$ cat config.mk
export PLATFORM = sky130hd
export DESIGN_NAME = alu_addsub_sequencer
export DESIGN_NICKNAME = d
export VERILOG_FILES = /design/src/rtl/alu_addsub_sequencer.sv
export SDC_FILE = /design/constraint.sdc
export NUM_CORES = 1
export LEC_CHECK = 0
export ABC_AREA = 1
export CORE_UTILIZATION = 37
export DETAILED_ROUTE_END_ITERATION = 6
export MAX_ROUTING_LAYER = met4
export PLACE_DENSITY = 0.78
export SYNTH_ARGS = -nofsm -noshare
export SYNTH_HDL_FRONTEND = slang
export SYNTH_SLANG_ARGS = --single-unit
$ cat constraint.sdc
create_clock -name clk -period 1.2 [get_ports clk]
set_input_delay 0.18 -clock clk [delete_from_list [all_inputs] [get_ports clk]]
set_output_delay 0.18 -clock clk [all_outputs]
set_load 0.02 [all_outputs]
$ cat src/rtl/alu_addsub_sequencer.sv
// alu_addsub_sequencer
// Front-end and result stage for an external WIDTH-bit adder-subtractor.
// One operation is accepted in IDLE and its operands are registered straight
// onto the as_* outputs. The external adder is given one EXEC cycle. Its
// sum/carry are then captured together with locally computed flags. The
// result is held in HOLD until the consumer takes it.
//
// Both handshakes use the same valid/ready rule. A transfer happens on a rising
// edge where valid and ready are both 1. A source holding valid must keep its
// payload stable until that edge. Ready never depends combinationally on
// valid.
//
// in_ready and out_valid are registered from the next-state decode. This keeps
// them 0 while reset is asserted, and they stay consistent with the state
// register.
module alu_addsub_sequencer #(
    parameter int               WIDTH    = 16,
    parameter logic [WIDTH-1:0] ACC_INIT = '0
) (
    input  logic             clk,
    input  logic             rst_n,
    input  logic             in_valid,
    output logic             in_ready,
    input  logic [1:0]       in_op,
    input  logic [WIDTH-1:0] in_a,
    input  logic [WIDTH-1:0] in_b,
    output logic [WIDTH-1:0] as_a,
    output logic [WIDTH-1:0] as_b,
    output logic             as_sel,
    input  logic [WIDTH-1:0] as_sum,
    input  logic             as_carry,
    output logic             out_valid,
    input  logic             out_ready,
    output logic [WIDTH-1:0] out_sum,
    output logic             out_carry,
    output logic             out_ovf,
    output logic             out_zero,
    output logic             out_neg,
    output logic [1:0]       dbg_state
);

    typedef enum logic [1:0] {
        IDLE = 2'd0,
        EXEC = 2'd1,
        HOLD = 2'd2
    } state_t;

    localparam logic [1:0] OP_ADD = 2'd0;
    localparam logic [1:0] OP_SUB = 2'd1;
    localparam logic [1:0] OP_ACC = 2'd2;
    localparam logic [1:0] OP_CLR = 2'd3;

    state_t           state;
    state_t           next_state;
    logic [1:0]       op_reg;
    logic [WIDTH-1:0] acc;
    logic             accept;
    logic             ovf;

    assign accept    = in_valid & in_ready;
    assign dbg_state = state;

    // Next-state decode; EXEC always lasts exactly one cycle.
    always_comb begin
        next_state = state;
        case (state)
            IDLE:    if (accept) next_state = EXEC;
            EXEC:    next_state = HOLD;
            HOLD:    if (out_ready) next_state = IDLE;
            default: next_state = IDLE;
        endcase
    end

    // Signed overflow from operand and result sign bits. The subtract rule
    // uses the uninverted B, which is the operand the requester supplied.
    always_comb begin
        ovf = 1'b0;
        if (op_reg == OP_SUB) begin
            ovf = (as_a[WIDTH-1] != as_b[WIDTH-1]) && (as_sum[WIDTH-1] != as_a[WIDTH-1]);
        end else begin
            ovf = (as_a[WIDTH-1] == as_b[WIDTH-1]) && (as_sum[WIDTH-1] != as_a[WIDTH-1]);
        end
    end

    // State register plus registered handshake outputs.
    always_ff @(posedge clk or negedge rst_n) begin
        if (!rst_n) begin
            state     <= IDLE;
            in_ready  <= 1'b0;
            out_valid <= 1'b0;
        end else begin
            state     <= next_state;
            in_ready  <= (next_state == IDLE);
            out_valid <= (next_state == HOLD);
        end
    end

    // Operand capture on accept. The as_* outputs are these registers, and
    // they hold their value outside EXEC. ACC takes the accumulator as A.
    always_ff @(posedge clk or negedge rst_n) begin
        if (!rst_n) begin
            op_reg <= OP_ADD;
            as_a   <= '0;
            as_b   <= '0;
            as_sel <= 1'b0;
        end else if (state == IDLE && accept) begin
            op_reg <= in_op;
            as_a   <= (in_op == OP_ACC) ? acc : in_a;
            as_b   <= in_b;
            as_sel <= (in_op == OP_SUB);
        end
    end

    // Result and accumulator capture at the EXEC->HOLD edge. CLR ignores the
    // adder and loads the init value everywhere.
    always_ff @(posedge clk or negedge rst_n) begin
        if (!rst_n) begin
            acc       <= ACC_INIT;
            out_sum   <= '0;
            out_carry <= 1'b0;
            out_ovf   <= 1'b0;
            out_zero  <= 1'b0;
            out_neg   <= 1'b0;
        end else if (state == EXEC) begin
            if (op_reg == OP_CLR) begin
                acc       <= ACC_INIT;
                out_sum   <= ACC_INIT;
                out_carry <= 1'b0;
                out_ovf   <= 1'b0;
                out_zero  <= (ACC_INIT == '0);
                out_neg   <= ACC_INIT[WIDTH-1];
            end else begin
                acc       <= as_sum;
                out_sum   <= as_sum;
                out_carry <= as_carry;
                out_ovf   <= ovf;
                out_zero  <= (as_sum == '0);
                out_neg   <= as_sum[WIDTH-1];
            end
        end
    end

endmodule

==> out/metrics.yaml, run 1 <==
logic_synthesis:
  synth_seq_area_share_pct: 59.7
  yosys_reg_bits: 58
  synth.net_count: 339
  yosys.area.top_type_share_pct: 59.7
  postSynthAreaPerCell_um2: 8.56
  multiplexer_share_of_the_synthesized_area_pct: 0
  synth_adder_area_share_pct: 0
  ranking_of_synthesized_cells_by_area: "dfrtp_1 60%, nand2_1 21%, o21ai_1 3.9%, o21ai_0 3.5%, a21oi_1 3.3%"
  synth_simple_gate_area_share_pct: 23.8
  synthesis_warnings: 0
  post_synth_top_area_cell: "dfrtp_1"
  postSynthCellCount: 284
  synth-compound-area-share_pct: 11.4
  synth-xor-area-share_pct: 0.360
  synth_top_family_by_area: "simple AND/OR/NAND/NOR gates"
  mappedNetlistArea_mm2: 0.00243
  ys_types: 20
worst_hold_path:
  hold_path_class: "input port to asynchronous set/reset pin"
timing:
  hold_viol: 0
  finish_stage_setup_viols: 17
  timing.fmax_mhz: 807
  timing.slew.headroom_pct: 79.2
  hold_slack_ps: 381
  unrepaired_setup_endpoints_after_global_routing: "yes"
  tightestPinTransition_ps: 311
  final_period_demand_of_the_worst_path_ps: 1240
  fin_ws_ps: -39.7
  finalCritPeriodShare_pct: 103
  setup_total_negative_slack_ps: -238
  slew_viol_final: 0
  final.setup_skew_ps: 4.10
floorplan:
  io-pin-count: 112
  core_mm2: 0.00635
  die_x_um: 83.1
  floorplan.die.height_um: 83.1
  placementRows: 29
  fp.dieArea_mm2: 0.00690
  initial_core_util_pct: 38.3
cts:
  root_driver: "clkbuf_8"
  cts_inserted_buffers: 9
  clk_pin_slew_worst_paths_ps: 70
  tritoncts: "done"
  htreeDepth: 3
  worst_skew_pair.late_latency_ps: 330
  clock-sinks: 58
  ctsLongestPathBuffers: 2
layout:
  antenna_cells: 0
  fillerInstances: 554
  final_net_count: 483
  area_growth_syn_to_layout_pct: 66.4
  fraction_of_layout_instances_using_a_drive_strength_above_1_pct: 32.1
  largestRegisters: "as_a: 16 flops, as_b: 16 flops, acc: 15 flops"
  multi_input_area_um2: 970
  finish.instance_area_mm2: 0.00405
  mostFrequentLayoutCells: "118 x nand2_1, 55 x dfrtp_1, 53 x clkdlybuf4s50_1"
  ff_latch_area_mm2: 0.00146
  layout_commonest_cell: "nand2_1"
global_route:
  overflow: 0
  groute.usage.overall_pct: 22.0
  antenna_found_initial: 0
  grt_first_pass_wirelength_um: 11600
  grt_start_max_net_pins: 59
  via_count_of_the_first_global_routing_pass: 2364
pwr:
  p_per_area_mw_per_mm2: 2630
  max-vdd-ir-drop_uv: 1310
  netSwitchingPower_mw: 4.52
  leakagePower_nw: 2.03
  p_seq_share_pct: 32.9
  share_comb_of_total_power_pct: 52.7
  p_int_mw: 6.14
  power.clock.fraction_pct: 14.4
  switching_share_pct: 42.4
placement:
  dp_hpwl_um: 4760
  post_detailed_placement_cell_area_mm2: 0.00380
  buffer_ports.inserted: 111
  globalplace.congestion: 0.793
critical_path:
  r2r_cells: 5
  regToRegStartpoint: "dbg_state[0]$_DFF_PN0_"
  startpoint_types: "register"
  worst_ep_arrival_time_ps: 1500
  r2r_setup_slack_ps: -40
  worst_r2r_endpoint: "as_a[3]$_DFFE_PN0P_"
  worstPathRequired_ps: 1460
  worst-setup-path-type: "register to register"
  capturing_element_type_of_the_critical_path: "register"
  largest_fanout_of_any_net_on_the_critical_path: 5
outcome:
  violations: "setup timing"
  run_status: "complete, but fails checks"
drt:
  drt-vias-per-instance: 4.76
  ant_nets: 0
  wl_per_cell_um: 14.3
  detail_route.drc_violations: 0
  detailroute.via_count: 2427
  initialDrtViolationCount: 142
  first_pass_drt_iterations: 4
  wirelength_um: 7280
job:
  max_cap_viol_count: 0
==> how the worst max path moves through the flow <==
stage                           start              endpoint  slack, ps  depth (start not counted)
2_1_floorplan      in_ready$_DFF_PN0_  as_a[10]$_DFFE_PN0P_         -9                          6
3_3_place_gp                 in_valid   as_a[1]$_DFFE_PN0P_       -290                          6
3_5_place_dp                 in_valid   as_a[0]$_DFFE_PN0P_       -350                          6
4_1_cts        dbg_state[1]$_DFF_PN0_          dbg_state[1]       -100                          1
5_1_grt        dbg_state[0]$_DFF_PN0_   as_a[5]$_DFFE_PN0P_       -100                          5
6_report       dbg_state[0]$_DFF_PN0_   as_a[3]$_DFFE_PN0P_        -40                          5
==> critical path, cell delays in order, from the launching register on <==
cell,delay (ps)
dfrtp_2,430
nor3_4,210
buf_6,180
buf_6,120
o21ai_0,100
o21ai_1,120
==> per-layer routing <==
layer,vias up,share of wire [%],GRT usage [%]
met4,0,1.5,10.5
li1,1188,-,-
met3,12,7.1,4.27
met2,95,49,33.2
met5,-,0,-
met1,1132,42,28.7
==> per-stage QoR <==
step | setup slack (ps) | util [%] | std cells | power, mW
after floorplan | -8.60 | - | 284 | 6.11
after global placement | -288 | 59.9 | 485 | 8.95
after detailed placement | -345 | 59.9 | 485 | 9.07
after CTS | -101 | 63.9 | 506 | 10.5
after global routing | -105 | 63.7 | 510 | 11.4
final | -39.7 | 63.7 | 510 | 10.7
==> layout make-up <==
cell class | instances | share of cell area, %
Sequential cell | 58 | 36.0
Timing Repair Buffer | 148 | 32.8
Multi-Input combinational cell | 204 | 24.0
Clock buffer | 13 | 3.68
Tap cell | 77 | 2.38
Inverter | 7 | 0.835
Clock inverter | 3 | 0.371
==> cell usage after synthesis, drive strengths merged <==
| library cell | instances |
|---|---|
| a21oi | 17 |
| or2 | 1 |
| buf | 11 |
| nand2 | 134 |
| dfrtp | 58 |
| xnor2 | 1 |
| nand3 | 1 |
| nor2 | 13 |
| clkbuf | 4 |
| inv | 7 |
| o21ai | 36 |
| nor3 | 1 |
==> power by group through the flow <==
stage               Combinational, mW  Sequential (mW)  Clock [mW]
floorplan                        1.54             4.57           0
finish                           5.61             3.51        1.54
CTS                              5.44             3.46        1.58
detailed placement               5.59             3.48           0
global placement                 5.48             3.47           0
global route                     6.06             3.64        1.68
==> cell families after synthesis <==
logic type | Yosys count
and+or+nand+nor | 150
AOI/OAI and AO/OA | 53
buffers and inverters | 22
DFF | 58
xor gates and xnor gates | 1
==> timing repair <==
item / CTS / global route
hold buffers: 1 / 0
cloned: 3 / 3
buffers inserted: 1 / 1
setup endpoints to repair: 64 / 86
hold endpoints to repair: 58 / 0
resized for setup: 147 / 86
pin swaps: 4 / 12
No activity file was read; power rests on OpenSTA's default activity.
==> run 2: changes to the inputs <==
Settings changed: HOLD_SLACK_MARGIN set to 0.15, RECOVER_POWER set to 100.
==> run 2 against run 1 <==
Effect of this change:
- the flow still finishes with violations (setup timing)
- clock power hardly changed
- combinational power hardly changed
- via count is 0.62% lower
- fmax is 0.52% lower
- global-route usage stayed put
- final cell count stayed put
- count of clock-buffer cells in the layout stayed put
- non-clock buffer count stayed put
- worst setup slack worse by 6.5 ps
- first-iteration DRC count is 1.4% lower
- critical endpoint unchanged
- largest cell class unchanged
==> out/metrics.yaml, run 2 (synthesis gave the netlist of run 1 again) <==
outcome:
  run_status: "complete, but fails checks"  # unchanged
  violations: "setup timing"  # unchanged
cts:
  clk_pin_slew_worst_paths_ps: 70  # about the same
  tritoncts: "done"  # unchanged
  ctsLongestPathBuffers: 2  # unchanged
  htreeDepth: 3  # unchanged
  cts_inserted_buffers: 9  # unchanged
  worst_skew_pair.late_latency_ps: 330  # about the same
  root_driver: "clkbuf_8"  # unchanged
  clock-sinks: 58  # unchanged
global_route:
  overflow: 0  # unchanged
  grt_start_max_net_pins: 59  # unchanged
  groute.usage.overall_pct: 22.0  # unchanged
  via_count_of_the_first_global_routing_pass: 2364  # unchanged
  grt_first_pass_wirelength_um: 11600  # unchanged
  antenna_found_initial: 0  # unchanged
timing:
  timing.fmax_mhz: 802  # was 807 MHz
  finish_stage_setup_viols: 16  # was 17
  final_period_demand_of_the_worst_path_ps: 1250  # was 1240 ps
  timing.slew.headroom_pct: 50.6  # was 79.2%
  hold_viol: 0  # unchanged
  tightestPinTransition_ps: 741  # was 311 ps
  final.setup_skew_ps: 4.13  # was 4.10 ps
  fin_ws_ps: -46.2  # was -39.7 ps
  slew_viol_final: 0  # unchanged
  unrepaired_setup_endpoints_after_global_routing: "yes"  # unchanged
  finalCritPeriodShare_pct: 104  # was 103%
critical_path:
  crit_end: "as_a[3]$_DFFE_PN0P_"  # unchanged
  capturing_element_type_of_the_critical_path: "register"  # unchanged
  regToRegStartpoint: "dbg_state[0]$_DFF_PN0_"  # unchanged
  worstPathRequired_ps: 1460  # about the same
  largest_fanout_of_any_net_on_the_critical_path: 5  # unchanged
  worst_ep_arrival_time_ps: 1510  # was 1500 ps
  r2r_setup_slack_ps: -50  # was -40 ps
  worst-setup-path-type: "register to register"  # unchanged
  worst_r2r_endpoint: "as_a[3]$_DFFE_PN0P_"  # unchanged
  worstSetupStartpoint: "dbg_state[0]$_DFF_PN0_"  # unchanged
  r2r_cells: 5  # unchanged
  startpoint_types: "register"  # unchanged
pwr:
  power_mw: 10.6  # was 10.7 mW
  share_comb_of_total_power_pct: 52.5  # was 52.7%
  leakagePower_nw: 2.00  # was 2.03 nW
  p_per_area_mw_per_mm2: 2640  # was 2630 mW/mm²
  p_seq_share_pct: 33.0  # was 32.9%
  netSwitchingPower_mw: 4.52  # about the same
  power.clock.fraction_pct: 14.5  # was 14.4%
  p_int_mw: 6.11  # was 6.14 mW
  switching_share_pct: 42.5  # was 42.4%
  max-vdd-ir-drop_uv: 1300  # was 1310 µV
layout:
  largestRegisters: "as_a: 16 flops, as_b: 16 flops, acc: 15 flops"  # unchanged
  fraction_of_layout_instances_using_a_drive_strength_above_1_pct: 30.5  # was 32.1%
  multi_input_area_um2: 970  # unchanged
  finish.instance_area_mm2: 0.00403  # was 0.00405 mm²
  ff_latch_area_mm2: 0.00146  # unchanged
  antenna_cells: 0  # unchanged
  area_growth_syn_to_layout_pct: 65.5  # was 66.4%
  final_net_count: 483  # unchanged
  mostFrequentLayoutCells: "118 x nand2_1, 55 x dfrtp_1, 53 x clkdlybuf4s50_1"  # unchanged
  layout_commonest_cell: "nand2_1"  # unchanged
  fin_util_pct: 63.4  # was 63.7%
  fillerInstances: 562  # was 554
drt:
  ant_nets: 0  # unchanged
  detailroute.via_count: 2412  # was 2427
  drt-vias-per-instance: 4.73  # was 4.76
  wirelength_um: 7280  # about the same
  wl_per_cell_um: 14.3  # about the same
  initialDrtViolationCount: 140  # was 142
  first_pass_drt_iterations: 4  # unchanged
  detail_route.drc_violations: 0  # unchanged
floorplan:
  io-pin-count: 112  # unchanged
  fp.dieArea_mm2: 0.00690  # unchanged
  floorplan.die.height_um: 83.1  # unchanged
  die_x_um: 83.1  # unchanged
  core_mm2: 0.00635  # unchanged
  placementRows: 29  # unchanged
  initial_core_util_pct: 38.3  # unchanged
worst_hold_path:
  hold_path_class: "input port to register"  # was input port to asynchronous set/reset pin
placement:
  post_detailed_placement_cell_area_mm2: 0.00380  # unchanged
  buffer_ports.inserted: 111  # unchanged
  globalplace.congestion: 0.793  # unchanged
  place_ws_ps: -345  # unchanged
  dp_hpwl_um: 4760  # unchanged
job:
  max_cap_viol_count: 0  # unchanged
==> run 2: cell count changes in the layout (fill, tap and decap cells not counted) <==
cell and change:
buf_12 -1, buf_4 +1, clkbuf_1 +7, clkbuf_2 -7
==> run 2: layer usage <==
layer	track usage (%)	vias to the layer above	share of wire, %
met4	10.5	0	1.6
li1	-	1188	-
met1	28.7	1121	42
met5	-	-	0
met2	33.2	90	49
met3	4.27	13	7.1
==> run 2: cell type report <==
class                   instances  area share (%)
flip-flops and latches         58            36.1
repair buffers                148            32.5
multi-input cells             204            24.1
clock buffers                  13            3.70
well taps                      77            2.39
inverters                       7           0.839
clock inverters                 3           0.373
==> run 2: worst min-delay path by stage <==
stage	startpoint	end	slack, ps	cells after the start
after CTS	in_b[1]	as_b[1]$_DFFE_PN0P_	370	3
after floorplan	rst_n	acc[0]$_DFFE_PN0N_	-120	0
final	in_b[1]	as_b[1]$_DFFE_PN0P_	380	3
after global placement	rst_n	as_b[13]$_DFFE_PN0P_	200	2
after detailed placement	rst_n	as_b[13]$_DFFE_PN0P_	200	2
after global routing	in_b[0]	as_b[0]$_DFFE_PN0P_	380	3
==> run 2: worst max-delay path: stages (launching register included) <==
cell and delay (ps):
dfrtp_2 430, nor3_4 210, buf_6 180, buf_6 120, o21ai_0 100, o21ai_1 130
==> run 2: through the flow <==
step / setup TNS (ps) / hold WS (ps) / instances
floorplan: -147 / -116 / 284
global placement: -8720 / 202 / 485
detailed placement: -9380 / 205 / 485
CTS: -202 / 370 / 506
global route: -1480 / 381 / 510
finish: -248 / 382 / 510
==> run 2: power by group through the flow <==
stage                     combinational (mW)  clock, mW  sequential, mW
after detailed placement                5.59          0            3.48
after global placement                  5.48          0            3.47
after global routing                    6.02       1.68            3.63
after floorplan                         1.54          0            4.57
final                                   5.58       1.54            3.51
after CTS                               5.44       1.58            3.46
==> run 2: what timing repair did <==
action	in CTS	in global routing
pin swaps	4	12
cloned	3	3
endpoints found under the hold margin	58	0
hold buffers	1	0
setup buffers	1	1
endpoints found under the setup margin	64	86
gates resized for setup	147	86
==> run 3: changes to the inputs <==
Settings changed: SKIP_CTS_REPAIR_TIMING set to 1.
==> run 3 against run 2 <==
Effect of this change:
- the run still ends with setup timing left
- design area grew 4.4%
- die area stayed put
- global-route usage decreased by 0.95 points
- fmax fell by 2.4%
- flip-flop and latch count unchanged
- clock power barely moved
- highest routed layer unchanged
==> out/metrics.yaml, run 3 (synthesis gave the netlist of run 1 again) <==
cts:
  tritoncts: "done"  # unchanged
  clock-sinks: 58  # unchanged
  htreeDepth: 3  # unchanged
  worst_skew_pair.late_latency_ps: 330  # about the same
  ctsLongestPathBuffers: 2  # unchanged
  cts_inserted_buffers: 9  # unchanged
  root_driver: "clkbuf_8"  # unchanged
  clk_pin_slew_worst_paths_ps: 60  # was 70 ps
layout:
  fillerInstances: 522  # was 562
  antenna_cells: 0  # unchanged
  fraction_of_layout_instances_using_a_drive_strength_above_1_pct: 14.7  # was 30.5%
  layout_commonest_cell: "nand2_1"  # unchanged
  multi_input_area_um2: 886  # was 970 µm²
  ff_latch_area_mm2: 0.00146  # unchanged
  final_net_count: 480  # was 483
  final_cell_count_no_fill: 507  # was 510
  mostFrequentLayoutCells: "132 x nand2_1, 56 x dlymetal6s2s_1, 55 x dfrtp_1"  # was 118 x nand2_1, 55 x dfrtp_1, 53 x clkdlybuf4s50_1
  largestRegisters: "as_a: 16 flops, as_b: 16 flops, acc: 15 flops"  # unchanged
  area_growth_syn_to_layout_pct: 72.8  # was 65.5%
floorplan:
  core_mm2: 0.00635  # unchanged
  fp.dieArea_mm2: 0.00690  # unchanged
  placementRows: 29  # unchanged
  die_x_um: 83.1  # unchanged
  floorplan.die.height_um: 83.1  # unchanged
  initial_core_util_pct: 38.3  # unchanged
  io-pin-count: 112  # unchanged
worst_hold_path:
  hold_depth: 3  # unchanged
  hold_path_class: "input port to register"  # unchanged
global_route:
  via_count_of_the_first_global_routing_pass: 2296  # was 2364
  groute.usage.overall_pct: 21.1  # was 22.0%
  overflow: 0  # unchanged
  antenna_found_initial: 0  # unchanged
  grt_first_pass_wirelength_um: 11200  # was 11600 µm
  grt_start_max_net_pins: 59  # unchanged
outcome:
  violations: "setup timing"  # unchanged
  run_status: "complete, but fails checks"  # unchanged
timing:
  final.setup_skew_ps: 4.52  # was 4.13 ps
  tightestPinTransition_ps: 729  # was 741 ps
  finalCritPeriodShare_pct: 106  # was 104%
  slew_viol_final: 0  # unchanged
  hold_viol: 0  # unchanged
  fin_ws_ps: -77.0  # was -46.2 ps
  final_period_demand_of_the_worst_path_ps: 1280  # was 1250 ps
  hold_slack_ps: 384  # was 382 ps
  setup_total_negative_slack_ps: -1790  # was -248 ps
  timing.slew.headroom_pct: 51.4  # was 50.6%
  unrepaired_setup_endpoints_after_global_routing: "yes"  # unchanged
  timing.fmax_mhz: 783  # was 802 MHz
  finish_stage_setup_viols: 34  # was 16
critical_path:
  worst_path_dominant_cell_family: "simple AND/OR/NAND/NOR gates"  # was flip-flops
  critical_path_buf_inv_count: 3  # was 2
  worstPathRequired_ps: 1420  # was 1460 ps
  worstSetupPathDepth: 7  # was 5
  path_cells: "nand2_1 -> nor3_4 -> buf_4 -> inv_4 -> clkbuf_16 -> nand2_1 -> o21ai_1"  # was nor3_4 -> buf_6 -> buf_6 -> o21ai_0 -> o21ai_1
  largest_fanout_of_any_net_on_the_critical_path: 13  # was 5
  worst-setup-path-type: "register to register"  # unchanged
  path_common_cell: "nand2_1"  # was buf_6
  r2r_cells: 7  # was 5
  crit_path_top_delay_cell: "dfrtp_2"  # unchanged
  capturing_element_type_of_the_critical_path: "register"  # unchanged
  startpoint_types: "register"  # unchanged
  worst_ep_arrival_time_ps: 1490  # was 1510 ps
  max_stage_delay_ps: 350  # was 430 ps
  r2r_setup_slack_ps: -80  # was -50 ps
drt:
  detailroute.via_count: 2363  # was 2412
  drt-vias-per-instance: 4.66  # was 4.73
  wirelength_um: 7010  # was 7280 µm
  detail_route.drc_violations: 0  # unchanged
  wl_per_cell_um: 13.8  # was 14.3 µm
  initialDrtViolationCount: 162  # was 140
  ant_nets: 0  # unchanged
  first_pass_drt_iterations: 4  # unchanged
pwr:
  max-vdd-ir-drop_uv: 1370  # was 1300 µV
  p_per_area_mw_per_mm2: 2530  # was 2640 mW/mm²
  leakagePower_nw: 2.59  # was 2.00 nW
  power_mw: 10.6  # about the same
placement:
  globalplace.congestion: 0.793  # unchanged
  dp_hpwl_um: 4760  # unchanged
  dp_cells: 485  # unchanged
  buffer_ports.inserted: 111  # unchanged
job:
  max_cap_viol_count: 0  # unchanged
-- run 3: cell count changes in the layout (fill, tap and decap cells not counted), moves of 2 or more --
cell and delta:
buf_6 -3, o21ai_2 -5, o21ai_0 +7, o21ai_1 -2, nand2_2 -8, dlymetal6s2s_1 +56
nand2_1 +14, clkdlybuf4s15_2 -10, buf_2 -7, buf_4 +4, clkbuf_2 -30, clkbuf_1 -7
nand2_4 -6
-- run 3: final cells by class --
type / instances / area share (%)
Tap cell: 77 / 2.29
Multi-Input combinational cell: 204 / 21.1
Timing Repair Buffer: 145 / 37.4
Inverter: 7 / 0.685
Sequential cell: 58 / 34.6
Clock buffer: 13 / 3.54
Clock inverter: 3 / 0.357
-- run 3: per-layer routing --
metal | up-vias | track usage [%] | wire length [µm]
met5 | - | - | 0
met2 | 80 | 31.3 | 3370
met1 | 1090 | 28.0 | 3150
met3 | 11 | 4.27 | 371
met4 | 0 | 9.40 | 110
li1 | 1182 | - | -
-- run 3: final timing paths --
kind,start,end
max in group asynchronous,rst_n,dbg_state[1]$_DFF_PN0_
min in group asynchronous,rst_n,as_b[13]$_DFFE_PN0P_
hold / removal,in_b[1],as_b[1]$_DFFE_PN0P_
hold reg to reg,as_b[0]$_DFFE_PN0P_,as_b[0]$_DFFE_PN0P_
setup reg to reg,in_ready$_DFF_PN0_,as_a[9]$_DFFE_PN0P_
setup / recovery,in_ready$_DFF_PN0_,as_a[9]$_DFFE_PN0P_
-- run 3: stage by stage --
step | worst slack (ps) | area, µm² | util (%)
after floorplan | -8.60 | 2440 | -
after global placement | -288 | 3800 | 59.9
after detailed placement | -345 | 3800 | 59.9
after CTS | -366 | 3970 | 62.4
after global routing | -129 | 4200 | 66.2
final | -77.0 | 4200 | 66.2
-- run 3: tightest hold or removal path: cells and delay by family --
family,cells,cell delay [ps]
AND/OR/NAND/NOR,2,100
buffers and inverters,1,390
-- run 3: report_power, final --
group	total [mW]	switching, mW	internal, mW
clock	1.54	0.738	0.797
combinational	5.68	2.98	2.71
sequential	3.43	0.529	2.90
